**src/rtl/nbbpu_exec_unit.sv**
```systemverilog
// -----------------------------------------------------------------------------
// nbbpu_exec_unit
//
// Control and execute core of the NBBPU 16-bit CPU. It contains a four-state
// cycle FSM (FETCH, DECODE, EXECUTE, STORE), the opcode decoder that produces
// the memory and register-file strobes, a combinational ALU, and the program
// counter register. The register file, memories and operand muxing live
// outside this block.
//
// Instruction fields: opcode = instruction[15:12], x = [11:8], y = [7:4],
// z = [3:0].
//
// Ports:
//   clock              in   CPU clock, rising edge active
//   reset              in   asynchronous, active-high reset
//   instruction[15:0]  in   current instruction from ROM
//   X[15:0]            in   register operand x (also RAM address outside)
//   Y[15:0]            in   register operand y
//   read_data[15:0]    in   RAM read data
//   state[1:0]         out  00 FETCH, 01 DECODE, 10 EXECUTE, 11 STORE
//   instruction_enable out  ROM read strobe
//   read_enable        out  RAM read strobe
//   write_enable       out  RAM write strobe (write data is Z)
//   reg_write          out  register file write of Z into reg z
//   reg_set            out  SEL/SEU: external mux routes reg z to x read port
//   PC[15:0]           out  program counter
//   Z[15:0]            out  ALU result
//   pass               out  (only with NBBPU_PASS_DETECT_EN) sticky flag set
//                           when 42 is stored to address 0xFFF0
//
// Optional feature macro: NBBPU_PASS_DETECT_EN
// -----------------------------------------------------------------------------
module nbbpu_exec_unit #(
   parameter int WIDTH = 16
) (
   input  logic             clock,
   input  logic             reset,
   input  logic [15:0]      instruction,
   input  logic [WIDTH-1:0] X,
   input  logic [WIDTH-1:0] Y,
   input  logic [WIDTH-1:0] read_data,
   output logic [1:0]       state,
   output logic             instruction_enable,
   output logic             read_enable,
   output logic             write_enable,
   output logic             reg_write,
   output logic             reg_set,
   output logic [WIDTH-1:0] PC,
   output logic [WIDTH-1:0] Z
`ifdef NBBPU_PASS_DETECT_EN
   ,
   output logic             pass
`endif
);

   typedef enum logic [1:0] {
      FETCH   = 2'b00,
      DECODE  = 2'b01,
      EXECUTE = 2'b10,
      STORE   = 2'b11
   } state_t;

   typedef enum logic [3:0] {
      OP_ADD = 4'h0, OP_SUB = 4'h1, OP_AND = 4'h2, OP_IOR = 4'h3,
      OP_XOR = 4'h4, OP_SHR = 4'h5, OP_SHL = 4'h6, OP_CMP = 4'h7,
      OP_JMP = 4'h8, OP_BRZ = 4'h9, OP_BRN = 4'hA, OP_RES = 4'hB,
      OP_LOD = 4'hC, OP_STR = 4'hD, OP_SEL = 4'hE, OP_SEU = 4'hF
   } opcode_t;

   state_t           state_q;
   state_t           state_d;
   opcode_t          opcode;
   logic             take_jump;
   logic [WIDTH-1:0] pc_next;
   logic [WIDTH-1:0] pc_inc;

   assign opcode = opcode_t'(instruction[15:12]);
   assign state  = state_q;
   assign pc_inc = PC + WIDTH'(1);

   // ---------------------------------------------------------------------------
   // Cycle FSM: unconditional four-step sequence, one clock per state.
   // ---------------------------------------------------------------------------
   // NOTE: registers are written with non-blocking assignments so every flop
   // samples the pre-edge value of its inputs regardless of block ordering.
   always_ff @(posedge clock or posedge reset) begin
      if (reset) begin
         state_q <= FETCH;
      end else begin
         state_q <= state_d;
      end
   end

   // NOTE: every output of this combinational block gets a default first, so
   // no path through the case statement can leave a signal unassigned (which
   // would infer a latch).
   always_comb begin
      state_d            = FETCH;
      instruction_enable = 1'b0;
      read_enable        = 1'b0;
      write_enable       = 1'b0;
      reg_write          = 1'b0;
      unique case (state_q)
         FETCH: begin
            state_d            = DECODE;
            instruction_enable = 1'b1;
         end
         DECODE: begin
            state_d = EXECUTE;
         end
         EXECUTE: begin
            state_d     = STORE;
            read_enable = (opcode == OP_LOD);
         end
         STORE: begin
            state_d      = FETCH;
            read_enable  = (opcode == OP_LOD);
            write_enable = (opcode == OP_STR);
            // Branches, RES and STR produce no register result.
            reg_write    = !(opcode inside {OP_BRZ, OP_BRN, OP_RES, OP_STR});
         end
         default: state_d = FETCH;
      endcase
   end

   // reg_set steers the external x-port mux during the whole instruction, so
   // it depends on the opcode only, not on the state.
   assign reg_set = (opcode == OP_SEL) || (opcode == OP_SEU);

   // ---------------------------------------------------------------------------
   // Program counter: advances only on the edge leaving STORE.
   // ---------------------------------------------------------------------------
   always_comb begin
      take_jump = 1'b0;
      unique case (opcode)
         OP_JMP:  take_jump = 1'b1;
         OP_BRZ:  take_jump = (Y == '0);
         OP_BRN:  take_jump = (Y != '0);
         default: take_jump = 1'b0;
      endcase
   end

   assign pc_next = take_jump ? X : pc_inc;

   always_ff @(posedge clock or posedge reset) begin
      if (reset) begin
         PC <= '0;
      end else if (state_q == STORE) begin
         PC <= pc_next;
      end
   end

   // ---------------------------------------------------------------------------
   // ALU: purely combinational, modulo 2^16, carries and overflow dropped.
   // Shifts use only Y[3:0], so the amount is always 0..15.
   // ---------------------------------------------------------------------------
   always_comb begin
      Z = '0;
      unique case (opcode)
         OP_ADD:  Z = X + Y;
         OP_SUB:  Z = X - Y;
         OP_AND:  Z = X & Y;
         OP_IOR:  Z = X | Y;
         OP_XOR:  Z = X ^ Y;
         OP_SHR:  Z = X >> Y[3:0];
         OP_SHL:  Z = X << Y[3:0];
         OP_CMP:  Z = (X == Y) ? WIDTH'(1) : '0;
         OP_JMP:  Z = pc_inc;                      // link address
         OP_BRZ,
         OP_BRN,
         OP_RES:  Z = '0;
         OP_LOD:  Z = read_data;
         OP_STR:  Z = Y;
         OP_SEL:  Z = {X[15:8], instruction[11:4]}; // replace low byte
         OP_SEU:  Z = {instruction[11:4], X[7:0]};  // replace high byte
         default: Z = '0;
      endcase
   end

`ifdef NBBPU_PASS_DETECT_EN
   // ---------------------------------------------------------------------------
   // Pass detector: a program signals success by storing 42 to 0xFFF0. The
   // flag is sticky until reset.
   // ---------------------------------------------------------------------------
   always_ff @(posedge clock or posedge reset) begin
      if (reset) begin
         pass <= 1'b0;
      end else if ((state_q == STORE) && write_enable &&
                   (X == 16'hFFF0) && (Z == 16'd42)) begin
         pass <= 1'b1;
      end
   end
`endif

endmodule

```
**config.mk**
```make
export PLATFORM = sky130hd
export DESIGN_NAME = nbbpu_exec_unit
export DESIGN_NICKNAME = d
export VERILOG_FILES = /design/src/rtl/nbbpu_exec_unit.sv
export SDC_FILE = /design/constraint.sdc
export NUM_CORES = 1
export LEC_CHECK = 0
export BUFFER_PORTS_ARGS = -buffer_cell sky130_fd_sc_hd__buf_2
export CAP_MARGIN = 30
export CELL_PAD_IN_SITES_DETAIL_PLACEMENT = 0
export CELL_PAD_IN_SITES_GLOBAL_PLACEMENT = 1
export CORE_ASPECT_RATIO = 0.9
export CORE_MARGIN = 5
export CORE_UTILIZATION = 45
export DETAILED_ROUTE_END_ITERATION = 6
export MAX_ROUTING_LAYER = met4
export PLACE_DENSITY_LB_ADDON = 0.25
export SKIP_LAST_GASP = 1
export SYNTH_ARGS = -nofsm -noshare
export SYNTH_HDL_FRONTEND = slang
export SYNTH_SLANG_ARGS = --single-unit
```
**constraint.sdc**
```tcl
create_clock -name clock -period 8.3 [get_ports clock]
set_clock_uncertainty 0.2 [all_clocks]
set_input_delay 1.245 -clock clock [delete_from_list [all_inputs] [get_ports clock]]
set_output_delay 1.245 -clock clock [all_outputs]
set_load 0.005 [all_outputs]
```
### Yosys cells after proc, flatten, opt, wreduce, memory -nomap -nowiden

Index checks and enable logic that the tools add are counted.

| storage, ports and cells | value |
|---|---|
| flip-flop bits (word level) | 18 |
| latch bits | 0 |
| RAM bits | 0 |
| ROM bits | 0 |
| input port bits | 66 |
| output and inout bits | 39 |
| word-level logic and storage cells | 47 |
| memories | 0 |

| cells by class | value |
|---|---|
| add/subtract/negate cells | 3 |
| multipliers | 0 |
| div/mod/pow operators | 0 |
| order comparisons | 0 |
| eq/ne operators | 19 |
| shifts and indexed selects | 2 |
| muxes and demuxes | 9 |
| bitwise gates (word level) | 3 |
| reductions and logical operators | 9 |

Operators by type and width:

| cell | number |
|---|---|
| one-hot mux 16 bit (14 select lines) | 1 |
| == test 4 bit, second input constant | 8 |
| adder 16 x 1 -> 16 bit, second input constant | 1 |
| adder 16 bit | 1 |
| AND 16 bit | 1 |
| == test 16 bit | 1 |
| == test 4 x 3 -> 1 bit, second input constant | 4 |
| zero test 16 bit | 1 |
| 2-to-1 mux 16 bit | 1 |
| bitwise OR 16 bit | 1 |
| nonzero test 16 bit | 1 |
| left shift 16 x 4 -> 16 bit | 1 |
| right shift 16 x 4 -> 16 bit | 1 |
| subtractor 16 bit | 1 |
| XOR 16 bit | 1 |
| == test 4 x 2 -> 1 bit, second input constant | 2 |
| one-hot mux 2 bit (4 select lines) | 1 |
| 2-to-1 mux 1 bit | 5 |
| == test 2 bit, second input constant | 2 |
| == test 4 x 1 -> 1 bit, second input constant | 1 |
| zero test 4 bit | 1 |
| nonzero test 4 bit | 1 |
| one-hot mux 1 bit (3 select lines) | 1 |
| OR reduction 3 bit | 1 |
| other kinds (5) | 5 |

### Logic depth before layout (Yosys ltp)

| logic depth | value |
|---|---|
| depth after elaboration | 4 |
| mapped depth | 11 |
| depth with buffers taken out | 10 |

### Least setup slack after synthesis

No wires, ideal clock.

| timing path | value |
|---|---|
| kind | input to output |
| start | input port Y[2] |
| end | output port Z[14] |
| arrival | 3788 ps |
| required time | 6855 ps |
| slack | 3067 ps |
| stages | 11 |
| path buffers | 2 |
| cells stage by stage | clkbuf_1 inv_2 ha_1 buf_6 a21o_1 a311oi_2 nor2_1 o41a_1 a221o_1 o221a_1 o21ai_1 |

| on the way | value |
|---|---|
| longest elaborated chain between the ends | 2 |
| elaborated cells between the ends (all ways) | 5 |
| classes of those cells | add/sub (2); shift (2); mux (1) |

RTL lines:

| what | line | text |
|---|---|---|
| start, declared | 40 | `input logic [WIDTH-1:0] Y,` |
| subtractor 16 bit (tied with other cells) | 161 | `OP_SUB: Z = X - Y;` |
| one-hot mux 16 bit (14 select lines) * | 159 | `unique case (opcode)` |
| end, declared | 49 | `output logic [WIDTH-1:0] Z` |

Mark *: on every way between the ends. The rest lies on a longest branch, timed or not.

### Worst setup path after layout

| timing path | value |
|---|---|
| start | input port Y[3] |
| end | output port Z[11] |

The elaborated chain is that of the path after synthesis.

==> impl_metrics.py <==
metrics = {
    "clock_tree": {
        "htreeDepth": 1,
        "path_clk_slew_ns": 0.06,
        "cts_tree": "built",
        "post-cts-setup-buffers": 0,
        "insertion_delay_ns": 0.26,
        "cts-hold-fix-buffers": 0,
        "clockRootBuffer": "clkbuf_16",
        "cts.sinks": 18,
        "cts_buffer_depth": 2,
        "cts.repair.resized": 0,
        "cts_buffers": 3,
    },
    "worst_setup_path": {
        "crit_type": "input port to output pin",
        "crit_end": "Z[11]",
        "slowest_stage": "ha_1",
        "max_stage_delay_ns": 0.61,
        "reg2reg_depth": 5,
        "arrival_ns": 5.16,
        "r2r-start": "PC[2]$_DFFE_PP0P_",
        "r2r_slack_ns": 5.89,
        "crit_start": "Y[3]",
        "cp_max_fo": 33,
        "rr_endpoint": "PC[15]$_DFFE_PP0P_",
        "end_kind": "output pin",
        "crit_chain": "buf_2, clkinv_1, ha_1, nor4_1, o31a_1, nor3_1, o41ai_1, a21oi_1, a221o_1, a221o_1, buf_2",
        "crit_required_ns": 6.86,
        "cp-start-kind": "input port",
    },
    "synth": {
        "synth_flop_cell": "dfrtp_1",
        "ys_seq_elements": 18,
        "synth_top_area_share_pct": 11.4,
        "synthMuxAreaShare_pct": 14.8,
        "yosysWarningCount": 0,
        "postSynthCellCount": 797,
        "synth-compound-area-share_pct": 33.2,
        "synth_area_leaders": "ha_1 (11%), dfrtp_1 (7.9%), mux4_2 (7.5%)",
        "yosys.area_share.simple_pct": 20.5,
        "synth-async-reset-ratio_pct": 100,
        "seq_area_frac_synth_pct": 7.88,
        "netlist_area_sq_um": 5710,
        "yosys.area_share.adder_pct": 12.1,
        "ys_types": 71,
        "synth_top_family_by_area": "compound AO/OA/AOI/OAI gates",
        "syn-num-nets": 917,
        "yosysTopAreaCell": "ha_1",
        "synth_edf_count": 0,
        "synth.avg_cell_area_sq_um": 7.17,
        "synth-xor-area-share_pct": 3.07,
    },
    "timing": {
        "max-slew-margin-rel_pct": 37.9,
        "max_freq_ghz": 0.151,
        "period_needed_ns": 6.60,
        "timing.setup.tns_ns": 0,
        "period_share_pct": 79.5,
        "rsz0062_at_grt": "false",
        "slew_viol_final": 0,
        "worst_slew_pin_slew_ns": 0.908,
        "hold_violations": 0,
        "setup_viol": 0,
    },
    "pwr": {
        "peakVddDrop_mv": 0.140,
        "p_per_area_nw_per_um2": 111,
        "power.static_leakage_nw": 2.81,
    },
    "hold_path": {
        "hold_path_class": "flip-flop to flip-flop",
    },
    "run": {
        "maxCapViolCount": 0,
    },
    "floorplanning": {
        "fp-row-count": 39,
        "core_sq_um": 12600,
        "start_util_pct": 45.4,
        "dieArea_sq_um": 15100,
        "die_h_microns": 117,
        "die_width_microns": 129,
        "io_pins": 105,
    },
    "finish": {
        "layout_commonest_cell": "buf_2",
        "fin_nets": 971,
        "final_layout_size_suffix_gt1_share_pct": 18.6,
        "areaGrowthSynthToFinish_pct": 11.4,
        "diodes": 0,
        "design_area_sq_um": 6360,
        "final_cell_mix": "buf_2 (100), nand2_1 (77), nor2_1 (72), inv_1 (59), a21oi_1 (59)",
    },
    "run_status": {
        "status": "finished clean",
    },
    "detailed_routing": {
        "drt-initial-drc-count": 1113,
        "viasPerCell": 6.85,
        "drt.antenna.violating_nets": 0,
        "wire_per_inst_microns": 25.0,
        "vias": 6944,
        "wl_mm": 25.3,
        "drt_pass1_iterations": 5,
        "drc": 0,
    },
    "placement": {
        "place_hpwl_mm": 19.6,
        "place_area_sq_um": 6250,
        "portBuffers": 100,
        "place.gp.congestion": 1.00,
    },
    "grt": {
        "grt_pass1_wl_mm": 38.1,
        "first_global_vias": 6247,
        "track_usage_pct": 33.8,
        "grt_max_degree": 54,
        "antenna_found_initial": 0,
        "overflow": 0,
    },
}
## worst min-delay path by stage
stage	startpoint	to	slack (ns)	depth (start not counted)
CTS	PC[14]$_DFFE_PP0P_	PC[14]$_DFFE_PP0P_	0.39	1
floorplan	PC[15]$_DFFE_PP0P_	PC[15]$_DFFE_PP0P_	0.35	1
detailed placement	PC[14]$_DFFE_PP0P_	PC[14]$_DFFE_PP0P_	0.38	1
global route	PC[15]$_DFFE_PP0P_	PC[15]$_DFFE_PP0P_	0.43	1
finish	PC[13]$_DFFE_PP0P_	PC[13]$_DFFE_PP0P_	0.40	1
global placement	PC[15]$_DFFE_PP0P_	PC[15]$_DFFE_PP0P_	0.35	1
## Yosys cell counts, types with 4 or more instances
| library cell | n |
|---|---|
| a221oi_1 | 10 |
| mux4_2 | 19 |
| a221o_1 | 10 |
| a211oi_1 | 8 |
| a21o_1 | 9 |
| nor3_1 | 18 |
| nor2b_1 | 8 |
| mux2i_1 | 26 |
| and2_1 | 4 |
| o31ai_1 | 7 |
| nand2_1 | 77 |
| a211o_1 | 6 |
| mux2_2 | 14 |
| o221ai_1 | 6 |
| nor4_1 | 8 |
| a32oi_1 | 4 |
| xor2_1 | 6 |
| clkbuf_1 | 42 |
| a31oi_1 | 4 |
| o22ai_1 | 20 |
| nor2_1 | 72 |
| xnor2_1 | 14 |
| buf_2 | 14 |
| a22oi_1 | 15 |
| nand3_1 | 13 |
| nand2b_1 | 12 |
| inv_1 | 59 |
| o2111ai_1 | 7 |
| nand4_1 | 5 |
| a22o_1 | 12 |
| ha_1 | 52 |
| and3_1 | 8 |
| o21bai_1 | 5 |
| o21ai_0 | 56 |
| o211ai_1 | 7 |
| o41ai_1 | 4 |
| a2111oi_0 | 6 |
| a21oi_1 | 59 |
| dfrtp_1 | 18 |
## flip-flops by register name, summed over array words and instances, names as in the netlist
| name | count |
|---|---|
| PC | 16 |
| state | 2 |
## per-layer routing
metal | global-route usage (%) | routed length (microns) | vias up | part of all wire, %
li1 | - | - | 3096 | -
met1 | 49.6 | 11000 | 3316 | 44
met2 | 47.8 | 10800 | 466 | 43
met3 | 4.31 | 2490 | 66 | 9.8
met4 | 11.1 | 1050 | 0 | 4.2
met5 | - | 0 | - | 0
## cell families (layout without fill, tap and decap cells)
family,count (synthesis),count (layout)
fa+ha+maj,54,54
xor+xnor,20,20
simple gates,247,247
buf+inv,122,175
flops,18,18
compound gates,277,277
mux,59,59
## power breakdown
| group | switching, W | leakage [nW] | internal, W | total, W |
|---|---|---|---|---|
| clock | 0.0000389 | 0.0442 | 0.0000736 | 0.000113 |
| combinational | 0.000270 | 2.55 | 0.000178 | 0.000448 |
| sequential | 0.0000376 | 0.217 | 0.000108 | 0.000145 |
| total | 0.000346 | 2.81 | 0.000359 | 0.000706 |
## through the flow
step | util, % | hold WS (ns) | worst slack, ns | total power (W) | cells
after CTS | 50.3 | 0.390 | 1.85 | 0.000697 | 1013
after floorplan | - | 0.353 | 3.07 | 0.000414 | 797
after global placement | 49.4 | 0.351 | 1.89 | 0.000573 | 1008
after global routing | 50.6 | 0.428 | 1.63 | 0.000752 | 1014
after detailed placement | 49.6 | 0.377 | 1.84 | 0.000582 | 1009
final | 50.6 | 0.397 | 1.70 | 0.000706 | 1014
## layout make-up
type	instances	area, sq um
Sequential cell	18	450
Inverter	62	233
Fill cell	1293	6220
Timing Repair Buffer	109	608
Clock buffer	4	88.8
Tap cell	164	205
Multi-Input combinational cell	657	4780
## worst max-delay path, delay by kind of cell
kind | cells | cell delay (ns)
AOI/OAI and AO/OA | 5 | 1.56
adders and majority gates | 1 | 0.61
buffers and inverters | 3 | 1.17
and+or+nand+nor | 2 | 0.56
No activity file was read; power rests on OpenSTA's default activity.
